### src/rtl/vga_pkg.sv
// rtl/vga_pkg.sv - shared VGA framebuffer geometry constants and write-side FSM state type
package vga_pkg;
    localparam int H_RES    = 640;
    localparam int V_RES    = 480;
    localparam int FB_WORDS = H_RES * V_RES;
    localparam int ADDR_W   = 19;
    localparam int PIX_W    = 8;
    localparam int COORD_W  = 10;

    typedef enum logic [1:0] {
        IDLE = 2'd0,
        PEND = 2'd1,
        FILL = 2'd2
    } wr_state_e;
endpackage

### src/rtl/vram_wr_fifo.sv
// rtl/vram_wr_fifo.sv - synchronous write-request queue of {x, y, pixel} entries
module vram_wr_fifo #(
    parameter int DEPTH = 4,
    parameter int WIDTH = 28
) (
    input  logic                   clk,
    input  logic                   rst,
    input  logic                   push,
    input  logic [WIDTH-1:0]       push_data,
    input  logic                   pop,
    output logic [WIDTH-1:0]       pop_data,
    output logic                   full,
    output logic                   empty,
    output logic [$clog2(DEPTH):0] count
);
    localparam int PTR_W = $clog2(DEPTH);

    logic [WIDTH-1:0] mem_q [DEPTH];
    logic [WIDTH-1:0] mem_d [DEPTH];
    logic [PTR_W-1:0] wr_ptr_q, wr_ptr_d;
    logic [PTR_W-1:0] rd_ptr_q, rd_ptr_d;
    logic [PTR_W:0]   count_q, count_d;
    logic             do_push, do_pop;

    assign full     = (count_q == (PTR_W+1)'(DEPTH));
    assign empty    = (count_q == '0);
    assign count    = count_q;
    assign pop_data = mem_q[rd_ptr_q];

    // Pointers wrap naturally because DEPTH is a power of two.
    always_comb begin
        do_push  = push && !full;
        do_pop   = pop && !empty;
        mem_d    = mem_q;
        wr_ptr_d = wr_ptr_q;
        rd_ptr_d = rd_ptr_q;
        if (do_push) begin
            mem_d[wr_ptr_q] = push_data;
            wr_ptr_d        = wr_ptr_q + PTR_W'(1);
        end
        if (do_pop) begin
            rd_ptr_d = rd_ptr_q + PTR_W'(1);
        end
        count_d = count_q + (PTR_W+1)'(do_push) - (PTR_W+1)'(do_pop);
    end

    always_ff @(posedge clk or posedge rst) begin
        if (rst) begin
            for (int i = 0; i < DEPTH; i++) begin
                mem_q[i] <= '0;
            end
            wr_ptr_q <= '0;
            rd_ptr_q <= '0;
            count_q  <= '0;
        end else begin
            mem_q    <= mem_d;
            wr_ptr_q <= wr_ptr_d;
            rd_ptr_q <= rd_ptr_d;
            count_q  <= count_d;
        end
    end
endmodule

### src/rtl/vram_writer.sv
// rtl/vram_writer.sv - framebuffer port-A write front end: (x,y) pixel writes and full-screen fills
module vram_writer #(
    parameter int H_RES      = vga_pkg::H_RES,
    parameter int V_RES      = vga_pkg::V_RES,
    parameter int ADDR_W     = vga_pkg::ADDR_W,
    parameter int PIX_W      = vga_pkg::PIX_W,
    parameter int FIFO_DEPTH = 4
) (
    input  logic              clk,
    input  logic              rst,
    input  logic              wr_valid,
    output logic              wr_ready,
    input  logic [9:0]        wr_x,
    input  logic [9:0]        wr_y,
    input  logic [PIX_W-1:0]  wr_pixel,
    input  logic              fill_start,
    input  logic [PIX_W-1:0]  fill_color,
    output logic [ADDR_W-1:0] ram_addr,
    output logic [PIX_W-1:0]  ram_data,
    output logic              ram_wren,
    output logic              busy,
    output logic              fill_done,
    output logic [7:0]        oob_count
);
    localparam int COORD_W = vga_pkg::COORD_W;
    localparam int ENTRY_W = 2 * COORD_W + PIX_W;
    localparam int CNT_W   = $clog2(FIFO_DEPTH) + 1;
    localparam logic [ADDR_W-1:0]  FILL_LAST = ADDR_W'(H_RES * V_RES - 1);
    localparam logic [COORD_W-1:0] X_LIM     = COORD_W'(H_RES);
    localparam logic [COORD_W-1:0] Y_LIM     = COORD_W'(V_RES);

    vga_pkg::wr_state_e state_q, state_d;

    logic [ENTRY_W-1:0] fifo_wdata, fifo_rdata;
    logic               fifo_full, fifo_empty;
    logic [CNT_W-1:0]   fifo_count, next_count;
    logic               in_range, accept, push, pop, fill_last;
    logic [COORD_W-1:0] head_x, head_y;
    logic [PIX_W-1:0]   head_pix;
    logic [ADDR_W-1:0]  head_addr;

    logic [ADDR_W-1:0]  ram_addr_q, ram_addr_d;
    logic [PIX_W-1:0]   ram_data_q, ram_data_d;
    logic               ram_wren_q, ram_wren_d;
    logic [ADDR_W-1:0]  fill_cnt_q, fill_cnt_d;
    logic [PIX_W-1:0]   color_q, color_d;
    logic               fill_end_q, fill_end_d;
    logic               fill_done_q, fill_done_d;
    logic               busy_q, busy_d;
    logic [7:0]         oob_q, oob_d;

    assign in_range   = (wr_x < X_LIM) && (wr_y < Y_LIM);
    assign wr_ready   = !rst && !fifo_full && (state_q != vga_pkg::PEND);
    assign accept     = wr_valid && wr_ready;
    assign push       = accept && in_range;
    // Queued writes are frozen during FILL so they land over the fill afterwards.
    assign pop        = !fifo_empty && (state_q != vga_pkg::FILL);
    assign next_count = fifo_count + CNT_W'(push) - CNT_W'(pop);
    assign fill_last  = (state_q == vga_pkg::FILL) && (fill_cnt_q == FILL_LAST);
    assign fifo_wdata = {wr_x, wr_y, wr_pixel};
    assign {head_x, head_y, head_pix} = fifo_rdata;

    vram_wr_fifo #(
        .DEPTH (FIFO_DEPTH),
        .WIDTH (ENTRY_W)
    ) u_fifo (
        .clk       (clk),
        .rst       (rst),
        .push      (push),
        .push_data (fifo_wdata),
        .pop       (pop),
        .pop_data  (fifo_rdata),
        .full      (fifo_full),
        .empty     (fifo_empty),
        .count     (fifo_count)
    );

    // 640 = 512 + 128, so the row offset is two shifts and an add.
    always_comb begin
        head_addr = '0;
        if (H_RES == 640) begin
            head_addr = (ADDR_W'(head_y) << 9) + (ADDR_W'(head_y) << 7) + ADDR_W'(head_x);
        end else begin
            head_addr = ADDR_W'(head_y) * ADDR_W'(H_RES) + ADDR_W'(head_x);
        end
    end

    always_ff @(posedge clk or posedge rst) begin
        if (rst) begin
            state_q <= vga_pkg::IDLE;
        end else begin
            state_q <= state_d;
        end
    end

    // A fill only starts once every write accepted before it has popped.
    always_comb begin
        state_d = state_q;
        case (state_q)
            vga_pkg::IDLE: begin
                if (fill_start) begin
                    state_d = (next_count == '0) ? vga_pkg::FILL : vga_pkg::PEND;
                end
            end
            vga_pkg::PEND: begin
                if (next_count == '0) begin
                    state_d = vga_pkg::FILL;
                end
            end
            vga_pkg::FILL: begin
                if (fill_last) begin
                    state_d = vga_pkg::IDLE;
                end
            end
            default: state_d = vga_pkg::IDLE;
        endcase
    end

    always_comb begin
        ram_addr_d = ram_addr_q;
        ram_data_d = ram_data_q;
        ram_wren_d = 1'b0;
        fill_cnt_d = fill_cnt_q;
        color_d    = color_q;
        if ((state_q == vga_pkg::IDLE) && fill_start) begin
            color_d = fill_color;
        end
        if (pop) begin
            ram_addr_d = head_addr;
            ram_data_d = head_pix;
            ram_wren_d = 1'b1;
        end else if (state_q == vga_pkg::FILL) begin
            ram_addr_d = fill_cnt_q;
            ram_data_d = color_q;
            ram_wren_d = 1'b1;
            fill_cnt_d = fill_last ? '0 : fill_cnt_q + ADDR_W'(1);
        end
        fill_end_d  = fill_last;
        fill_done_d = fill_end_q;
        oob_d       = oob_q;
        if (accept && !in_range && (oob_q != 8'hFF)) begin
            oob_d = oob_q + 8'd1;
        end
        busy_d = (next_count != '0) || (state_d != vga_pkg::IDLE) || ram_wren_d;
    end

    always_ff @(posedge clk or posedge rst) begin
        if (rst) begin
            ram_addr_q  <= '0;
            ram_data_q  <= '0;
            ram_wren_q  <= 1'b0;
            fill_cnt_q  <= '0;
            color_q     <= '0;
            fill_end_q  <= 1'b0;
            fill_done_q <= 1'b0;
            busy_q      <= 1'b0;
            oob_q       <= '0;
        end else begin
            ram_addr_q  <= ram_addr_d;
            ram_data_q  <= ram_data_d;
            ram_wren_q  <= ram_wren_d;
            fill_cnt_q  <= fill_cnt_d;
            color_q     <= color_d;
            fill_end_q  <= fill_end_d;
            fill_done_q <= fill_done_d;
            busy_q      <= busy_d;
            oob_q       <= oob_d;
        end
    end

    assign ram_addr  = ram_addr_q;
    assign ram_data  = ram_data_q;
    assign ram_wren  = ram_wren_q;
    assign busy      = busy_q;
    assign fill_done = fill_done_q;
    assign oob_count = oob_q;
endmodule
### config.mk
export PLATFORM = sky130hd
export DESIGN_NAME = vram_writer
export DESIGN_NICKNAME = d
export VERILOG_FILES = /design/src/rtl/vga_pkg.sv /design/src/rtl/vram_wr_fifo.sv /design/src/rtl/vram_writer.sv
export SDC_FILE = /design/constraint.sdc
export NUM_CORES = 1
export LEC_CHECK = 0
export ABC_AREA = 1
export CORE_AREA = 2 2 148 121
export CTS_CLUSTER_DIAMETER = 50
export CTS_CLUSTER_SIZE = 14
export DETAILED_ROUTE_END_ITERATION = 6
export DIE_AREA = 0 0 150 123
export DONT_BUFFER_PORTS = 1
export PLACE_DENSITY = 0.69
export SLEW_MARGIN = 20
export SYNTH_ARGS = -nofsm -noshare
export SYNTH_HDL_FRONTEND = slang
export SYNTH_SLANG_ARGS = --single-unit
### constraint.sdc
create_clock -name clk -period 8.64 [get_ports clk]
set_input_delay 1.728 -clock clk [delete_from_list [all_inputs] [get_ports clk]]
set_output_delay 1.728 -clock clk [all_outputs]
set_load 0.01 [all_outputs]
==> flow_metrics.tcl, run 1 <==
set metrics [dict create \
    clock_path_buffers 2 \
    yosys_warnings 0 \
    final_max_slew_viol_count 0 \
    irDropWorstVdd_v 0.000145 \
    p_leak_nw 4.91 \
    grt_util_all_layers 0.240 \
    setup_slack_ns 4.47 \
    layout_common_cells "303 x nand2_1, 187 x dfrtp_1, 112 x o21ai_0" \
    hp-class "flip-flop to flip-flop" \
    overflow 0 \
    final_util 0.576 \
    worstMarginPinSlew_ns 0.999 \
    nNetsFinal 1139 \
    vias 7161 \
    die_area_mm2 0.0185 \
    place_ws_ns 4.39 \
    start_util 0.537 \
    place_area_mm2 0.00921 \
    async_flop_share 1.00 \
    finalHoldViolCount 0 \
    io_buffers 0 \
    cts_sinks 187 \
    status "finished clean" \
    clk_pin_slew_ns 0.07 \
    postCtsSetupBuffers 0 \
    crit_path_start "rst" \
    yosysUniqueCellTypes 34 \
    die_width_um 150 \
    io_pins 79 \
    mostFrequentLayoutCell "nand2_1" \
    power_density_mw_per_mm2 290 \
    yosysSeqAreaShare 0.512 \
    cts_resized 0 \
    netlist_instances 1090 \
    synth_edf_count 0 \
    stdcell_area_mm2 0.00979 \
    root_buffer "clkbuf_16" \
    h-tree-depth 4 \
    setup_tns_ns 0 \
    holdCritStartpoint "fill_done_d$_DFF_PP0_" \
    crit_arrival_ns 2.44 \
    cp.required_ns 6.91 \
    place.gp.congestion 0.897 \
    path_class "input port to output pin" \
    final_antenna_net_count 0 \
    fin_crit_sh 0.483 \
    yosys_register_bits 187 \
    grt_max_degree 79 \
    synth_area_per_cell_um2 8.38 \
    viasPerCell 5.49 \
    antennaDiodeCount 0 \
    coreArea_mm2 0.0170 \
    hold_buffers 0 \
    fp.dieH_um 123 \
    fmax_mhz 240 \
    finClkSkew_ns 0.0167 \
    crit_chain "clkinv_4 > o21ai_2 > nor2_4" \
    cts_tree "yes" \
    wl_per_cell_um 16.2 \
    final_cells 1305 \
    layout-drive-gt1-share 0.0546 \
    clock_latency_ns 0.44 \
    dp_cells 1273 \
    cts_buffers 17 \
    drt_first_iter_violations 547 \
    slew_headroom 0.332 \
    drv_cap 0 \
    endpoint_kind "output pin" \
    first_pass_iters 5 \
    rows 43 \
    path_delay_family "buffers and inverters" \
    antenna_found_initial 0 \
    wl_um 21100 \
    grt_pass1_wl_um 34500 \
    fill_cells 1553 \
    area_delta_synth_final_pct 7.25 \
    cp-start-kind "input port" \
    r2r-start "u_fifo.rd_ptr_q[1]$_DFFE_PP0P_" \
    cpPeakStageDelay_ns 0.38 \
    min_period_ns 4.17 \
    worst-path-buf-inv 1 \
    grt_pass1_vias 6526 \
    rsz0062_at_grt "no" \
    synthFlopType "dfrtp_1" \
    post-route-drc-count 0 \
    hpwl_um 13600 \
    syn-cell-area_mm2 0.00913 \
    syn_nets 1162 \
    setup-violations-final 0 \
    worst-path-max-fanout 64 \
    cp_slowest_cell "clkinv_4" \
]
[power by group]
group,switching (mW),total (mW),internal (mW)
combinational,0.479,0.783,0.303
clock,0.367,0.777,0.410
sequential,0.146,1.28,1.13
total,0.993,2.84,1.85
[cells by family (layout without fill, tap and decap cells)]
logic type | after synthesis | count (layout) | synth area share
flip-flops | 187 | 187 | 0.512
AO/OA/AOI/OAI | 245 | 245 | 0.147
XOR/XNOR | 22 | 22 | 0.0211
AND/OR/NAND/NOR | 471 | 471 | 0.209
buffers and inverters | 133 | 123 | 0.0630
adder cells (fa/ha/maj) | 32 | 32 | 0.0471
[cells in the mapped netlist (all sizes together) (16+ instances only)]
library cell	count	area share
o21ai	176	0.099
xor2	16	0.015
dfrtp	187	0.51
nor2	102	0.045
a22oi	18	0.015
buf	21	0.017
clkbuf	26	0.011
o22ai	26	0.018
inv	84	0.035
nand3	38	0.021
nand2	308	0.13
a21oi	20	0.011
ha	28	0.038
[worst paths after layout]
| path | to | slack (ns) | depth (start not counted) |
|---|---|---|---|
| worst max-delay path | wr_ready | 4.47 | 3 |
| worst min register to register | fill_done$_DFF_PP0_ | 0.35 | 0 |
| min in group asynchronous | oob_count[2]$_DFFE_PP0P_ | 1.19 | 1 |
| worst max register to register | ram_addr[16]$_DFFE_PP0P_ | 4.71 | 12 |
| max in group asynchronous | u_fifo.mem_q[36]$_DFFE_PP0P_ | 5.50 | 3 |
| worst min-delay path | fill_done$_DFF_PP0_ | 0.35 | 0 |
[metrics by stage]
stage	power, mW	hold slack, ns
2_1_floorplan	1.87	0.331
4_1_cts	2.85	0.356
3_5_place_dp	2.06	0.343
5_1_grt	3.05	0.362
6_report	2.84	0.354
3_3_place_gp	2.04	0.333
[flip-flops by register name, indices dropped and copies added (netlist names)]
signal           cells
u_fifo.mem_q       112
fill_cnt_q          19
ram_addr            19
color_q              8
oob_count            8
ram_data             8
u_fifo.count         3
state_q              2
u_fifo.rd_ptr_q      2
u_fifo.wr_ptr_q      2
busy                 1
fill_done            1
fill_done_d          1
ram_wren             1
[layout make-up]
cell class              instances  area [um^2]  area share
multi-input cells             770         3880       0.397
repair buffers                  5         37.5     0.00383
clock buffers                  18          429      0.0438
inverters                      86          328      0.0335
flip-flops and latches        187         4680       0.478
well taps                     225          282      0.0287
clock inverters                14          154      0.0157
[metal layers]
metal	global-route usage	vias to the layer above	part of all wire
met5	0	-	0
met2	0.344	208	0.42
li1	-	3527	-
met3	0.0465	16	0.062
met1	0.373	3410	0.51
met4	0.0637	0	0.011
(Power assumes the default switching activity.)
==> run 2: changes to the inputs <==
--- a/config.mk
+++ b/config.mk
@@ -12,7 +12,7 @@
 export DETAILED_ROUTE_END_ITERATION = 6
 export DIE_AREA = 0 0 150 123
 export DONT_BUFFER_PORTS = 1
-export PLACE_DENSITY = 0.69
+export PLACE_DENSITY = 0.72
 export SLEW_MARGIN = 20
 export SYNTH_ARGS = -nofsm -noshare
 export SYNTH_HDL_FRONTEND = slang
==> constraint.sdc (replaced) <==
create_clock -name clk -period 3.7 [get_ports clk]
set_input_delay 0.74 -clock clk [delete_from_list [all_inputs] [get_ports clk]]
set_output_delay 0.74 -clock clk [all_outputs]
set_load 0.01 [all_outputs]
==> run 2 against run 1 <==
Net effect: power increased by 140%; non-clock buffer count rose by 7; critical path depth increased by 10; final cell count up 0.54%; flip-flop and latch count unchanged; register-to-register slack got worse by 4.1 ns; global-route usage about the same; largest cell class unchanged; die area stayed put; largest power group unchanged; core utilization increased by 1.2 points; routed wire length grew 0.98%; clock skew shrank 0.0013 ns; combinational power increased by 150%; critical endpoint is now busy$_DFF_PP0_.
==> flow_metrics.tcl, run 2 (synthesized netlist as in run 1, its figures left out) <==
set metrics [dict create \
    endpoint_kind "flip-flop" \
    mostFrequentLayoutCell "nand2_1" \
    sequentialPowerShare 0.442 \
    path_class "flip-flop to flip-flop" \
    hp-class "input port to asynchronous set/reset pin" \
    final_util 0.588 \
    clk_pin_slew_ns 0.07 \
    fmax_mhz 324 \
    wl_um 21400 \
    cp-start-kind "flip-flop" \
    layout-drive-gt1-share 0.0745 \
    hpwl_um 14200 \
    cts_tree "yes" \
    root_buffer "clkbuf_16" \
    grt_pass1_vias 6504 \
    clock_path_buffers 2 \
    crit_arrival_ns 3.39 \
    io_pins 79 \
    place_ws_ns 0.627 \
    postCtsSetupBuffers 0 \
    final_antenna_net_count 0 \
    irDropWorstVdd_v 0.000432 \
    vias 7306 \
    hold_buffers 0 \
    die_area_mm2 0.0185 \
    finalHoldViolCount 0 \
    antennaDiodeCount 0 \
    p_clk_frac 0.279 \
    drt_first_iter_violations 607 \
    post-route-drc-count 0 \
    p_sw_frac 0.344 \
    overflow 0 \
    top_register "u_fifo.mem_q" \
    p_sw_mw 2.36 \
    crit_path_start "state_q[1]$_DFF_PP0_" \
    total_power_mw 6.86 \
    reg2reg_depth 13 \
    largest_register_ffs 112 \
    antenna_found_initial 0 \
    cts_buffers 17 \
    r2r-end "busy$_DFF_PP0_" \
    finClkSkew_ns 0.0154 \
    io_buffers 0 \
    nNetsFinal 1146 \
    pwr-share-comb 0.279 \
    viasPerCell 5.57 \
    worstMarginPinSlew_ns 0.832 \
    status "finished clean" \
    area_delta_synth_final_pct 9.45 \
    h-tree-depth 4 \
    cts_resized 0 \
    crit_end "busy$_DFF_PP0_" \
    cts_sinks 187 \
    cp.required_ns 4.00 \
    layout_common_cells "298 x nand2_1, 187 x dfrtp_1, 105 x o21ai_1" \
    first_pass_iters 6 \
    grt_max_degree 188 \
    drv_cap 0 \
    grt_util_all_layers 0.240 \
    coreArea_mm2 0.0170 \
    r2r_slack_ns 0.62 \
    r2r-start "state_q[1]$_DFF_PP0_" \
    clock_latency_ns 0.44 \
    timing.hold.ws_ns 0.257 \
    wl_per_cell_um 16.3 \
    fill_cells 1522 \
    rows 43 \
    p_int_mw 4.50 \
    die_width_um 150 \
    final_max_slew_viol_count 0 \
    rsz0062_at_grt "no" \
    power_density_mw_per_mm2 686 \
    min_period_ns 3.08 \
    worst-path-max-fanout 35 \
    grt_pass1_wl_um 34600 \
    setup_tns_ns 0 \
    stdcell_area_mm2 0.0100 \
    setup-violations-final 0 \
    fp.dieH_um 123 \
    dp_cells 1279 \
    fin_crit_sh 0.833 \
    place_area_mm2 0.00935 \
    p_leak_nw 4.97 \
    start_util 0.537 \
    setup_slack_ns 0.617 \
    final_cells 1312 \
    place.gp.congestion 0.906 \
    slew_headroom 0.444 \
]
[run 2: worst min-delay path by stage]
| stage | startpoint | end | slack, ns | cells after the start |
|---|---|---|---|---|
| after global placement | fill_done_d$_DFF_PP0_ | fill_done$_DFF_PP0_ | 0.33 | 0 |
| after global routing | rst | ram_addr[0]$_DFFE_PP0P_ | 0.27 | 2 |
| after detailed placement | fill_done_d$_DFF_PP0_ | fill_done$_DFF_PP0_ | 0.34 | 0 |
| final | rst | oob_count[7]$_DFFE_PP0P_ | 0.26 | 2 |
| after floorplan | fill_done_d$_DFF_PP0_ | fill_done$_DFF_PP0_ | 0.33 | 0 |
| after CTS | fill_done_d$_DFF_PP0_ | fill_done$_DFF_PP0_ | 0.36 | 0 |
[run 2: power groups by stage]
stage                     clock network, mW  registers (mW)  logic (mW)
final                                  1.91            3.03        1.92
after global routing                   2.04            3.11        2.20
after CTS                              1.95            3.02        1.90
after detailed placement                  0            3.05        1.88
after global placement                    0            3.04        1.84
after floorplan                           0            2.95        1.53
[run 2: final cells by class]
class | count | area [um^2] | share of cell area
Sequential cell | 187 | 4680 | 0.468
Multi-Input combinational cell | 770 | 3970 | 0.397
Clock buffer | 19 | 433 | 0.0433
Inverter | 86 | 327 | 0.0327
Tap cell | 225 | 282 | 0.0282
Clock inverter | 13 | 183 | 0.0183
Timing Repair Buffer | 12 | 123 | 0.0123
[run 2: critical path, stage by stage (launching register included)]
cell and delay [ns]:
dfrtp_1 0.38, inv_1 0.09, nor2_4 0.63, inv_2 0.06, nand2_1 0.11, inv_2 0.21
ha_1 0.34, inv_1 0.12, ha_2 0.19, fa_2 0.43, nor2_2 0.12, nand3_2 0.08
nor2_1 0.09, nand3_1 0.08
[run 2: metal layers]
layer / wire length (um) / part of all wire / vias to the layer above / track usage
met2: 9110 / 0.43 / 216 / 0.348
li1: - / - / 3560 / -
met5: 0 / 0 / - / 0
met3: 1350 / 0.063 / 9 / 0.0509
met1: 10800 / 0.50 / 3521 / 0.374
met4: 120 / 0.0056 / 0 / 0.0460
==> run 3: changes to the inputs <==
--- a/config.mk
+++ b/config.mk
@@ -12,7 +12,7 @@
 export DETAILED_ROUTE_END_ITERATION = 6
 export DIE_AREA = 0 0 150 123
 export DONT_BUFFER_PORTS = 1
-export PLACE_DENSITY = 0.72
+export PLACE_DENSITY = 0.69
 export SLEW_MARGIN = 20
 export SYNTH_ARGS = -nofsm -noshare
 export SYNTH_HDL_FRONTEND = slang
==> constraint.sdc (replaced) <==
create_clock -name clk -period 3 [get_ports clk]
set_input_delay 0.6 -clock clk [delete_from_list [all_inputs] [get_ports clk]]
set_output_delay 0.6 -clock clk [all_outputs]
set_load 0.01 [all_outputs]
==> run 3 against run 2 <==
Net effect: fmax up 11%; sequential power increased by 23%; clock-buffer cell count unchanged; clock power grew 10%; worst setup slack got worse by 0.39 ns; sequential share of layout area up 0.053 points; core utilization down 0.066 points.
==> flow_metrics.tcl, run 3 (synthesized netlist as in run 1, its figures left out) <==
set metrics [dict create \
    wl_per_cell_um 16.0 \
    fmax_mhz 361 \
    h-tree-depth 4 \
    place.gp.congestion 0.914 \
    irDropWorstVdd_v 0.000463 \
    endpoint_kind "flip-flop" \
    cts_buffers 17 \
    finClkSkew_ns 0.00992 \
    path_delay_family "compound AO/OA/AOI/OAI gates" \
    worstMarginPinSlew_ns 1.09 \
    antennaDiodeCount 0 \
    clock_latency_ns 0.43 \
    layout-drive-gt1-share 0.0816 \
    hpwl_um 14200 \
    layout_common_cells "298 x nand2_1, 187 x dfrtp_1, 106 x o21ai_1" \
    cts_resized 0 \
    path_class "flip-flop to flip-flop" \
    rows 43 \
    fill_cells 1530 \
    post-route-drc-count 0 \
    nNetsFinal 1150 \
    status "finished clean" \
    final_max_slew_viol_count 0 \
    clk_pin_slew_ns 0.07 \
    cp-start-kind "flip-flop" \
    top_register "u_fifo.mem_q" \
    cpPeakStageDelay_ns 0.41 \
    io_pins 79 \
    overflow 0 \
    hold_buffers 0 \
    root_buffer "clkbuf_16" \
    cp_slowest_cell "dfrtp_1" \
    p_leak_nw 4.96 \
    grt_util_all_layers 0.240 \
    coreArea_mm2 0.0170 \
    mostFrequentLayoutCell "nand2_1" \
    postCtsSetupBuffers 0 \
    die_width_um 150 \
    cts_sinks 187 \
    cts_tree "yes" \
    grt_max_degree 188 \
    clock_path_buffers 2 \
    drt_first_iter_violations 575 \
    wl_um 21100 \
    fp.dieH_um 123 \
    final_antenna_net_count 0 \
    vias 7179 \
    power_density_mw_per_mm2 821 \
    p_sw_mw 2.87 \
    setup_tns_ns 0 \
    slew_headroom 0.270 \
    largest_register_ffs 112 \
    p_clk_frac 0.258 \
    finalHoldViolCount 0 \
    hp-class "input port to asynchronous set/reset pin" \
    p_int_mw 5.33 \
    die_area_mm2 0.0185 \
    place_ws_ns 0.204 \
    start_util 0.537 \
    worst-path-max-fanout 42 \
    pwr-share-comb 0.288 \
    setup-violations-final 0 \
    area_delta_synth_final_pct 9.33 \
    timing.hold.ws_ns 0.268 \
    p_sw_frac 0.350 \
    crit_chain "inv_1 > buf_12 > o21ai_0 > o22ai_1 > ha_1 > ha_1 > a21oi_1 > nor2_1 > nor2_1 > a21oi_1 > o21ai_0 > nand2_1" \
    drv_cap 0 \
    rsz0062_at_grt "no" \
    first_pass_iters 5 \
    grt_pass1_wl_um 34600 \
    io_buffers 0 \
    setup_slack_ns 0.228 \
    grt_pass1_vias 6697 \
    crit_arrival_ns 3.08 \
    sequentialPowerShare 0.454 \
    antenna_found_initial 0 \
    cp.required_ns 3.31 \
    min_period_ns 2.77 \
    worst-path-buf-inv 2 \
    viasPerCell 5.46 \
    fin_crit_sh 0.924 \
]
-- run 3: cell count changes in the layout (fill, tap and decap cells not counted), moves of 2 or more --
cell | previous run | this run
bufinv_16 | 3 | 0
clkinvlp_4 | 1 | 4
buf_12 | 1 | 3
o22ai_1 | 26 | 23
clkinv_2 | 0 | 2
clkinv_4 | 5 | 2
o22ai_2 | 0 | 3
buf_4 | 10 | 13
-- run 3: metal layers --
metal  GRT usage  wire length, um  part of all wire  vias to the layer above
met5           0                0                 0                        -
met4      0.0548              243             0.012                        0
met3      0.0601             1440             0.068                       22
met1       0.365            10300              0.49                     3405
li1            -                -                 -                     3559
met2       0.347             9040              0.43                      193
-- run 3: worst paths after layout --
path	slack, ns	start	depth (start not counted)	end
worst max-delay path	0.23	u_fifo.rd_ptr_q[0]$_DFFE_PP0P_	12	ram_addr[16]$_DFFE_PP0P_
min in group clk	0.28	fill_color[7]	2	color_q[7]$_DFFE_PP0P_
worst max register to register	0.23	u_fifo.rd_ptr_q[0]$_DFFE_PP0P_	12	ram_addr[16]$_DFFE_PP0P_
worst min-delay path	0.27	rst	2	oob_count[5]$_DFFE_PP0P_
worst min register to register	0.35	fill_done_d$_DFF_PP0_	0	fill_done$_DFF_PP0_
max in group asynchronous	1.84	rst	2	fill_done_d$_DFF_PP0_
-- run 3: layout make-up --
cell class / count / area [um^2] / share of cell area
clock buffers: 19 / 443 / 0.0444
clock inverters: 13 / 113 / 0.0113
inverters: 86 / 327 / 0.0327
multi-input cells: 770 / 3980 / 0.399
flip-flops and latches: 187 / 4680 / 0.469
well taps: 225 / 282 / 0.0282
repair buffers: 16 / 158 / 0.0158
-- run 3: per-stage QoR --
| step | area (um^2) | total power, mW | std cells | utilization |
|---|---|---|---|---|
| 4_1_cts | 9970 | 8.23 | 1316 | 0.586 |
| 3_3_place_gp | 9410 | 6.02 | 1284 | 0.554 |
| 6_report | 9980 | 8.20 | 1316 | 0.587 |
| 2_1_floorplan | 9340 | 5.52 | 1090 | - |
| 5_1_grt | 9980 | 8.83 | 1316 | 0.587 |
| 3_5_place_dp | 9410 | 6.10 | 1284 | 0.554 |
-- run 3: power by group through the flow --
stage / logic [mW] / registers (mW) / clock network [mW]
2_1_floorplan: 1.89 / 3.63 / 0
3_3_place_gp: 2.28 / 3.74 / 0
3_5_place_dp: 2.34 / 3.75 / 0
4_1_cts: 2.37 / 3.71 / 2.16
5_1_grt: 2.74 / 3.81 / 2.28
6_report: 2.36 / 3.72 / 2.11
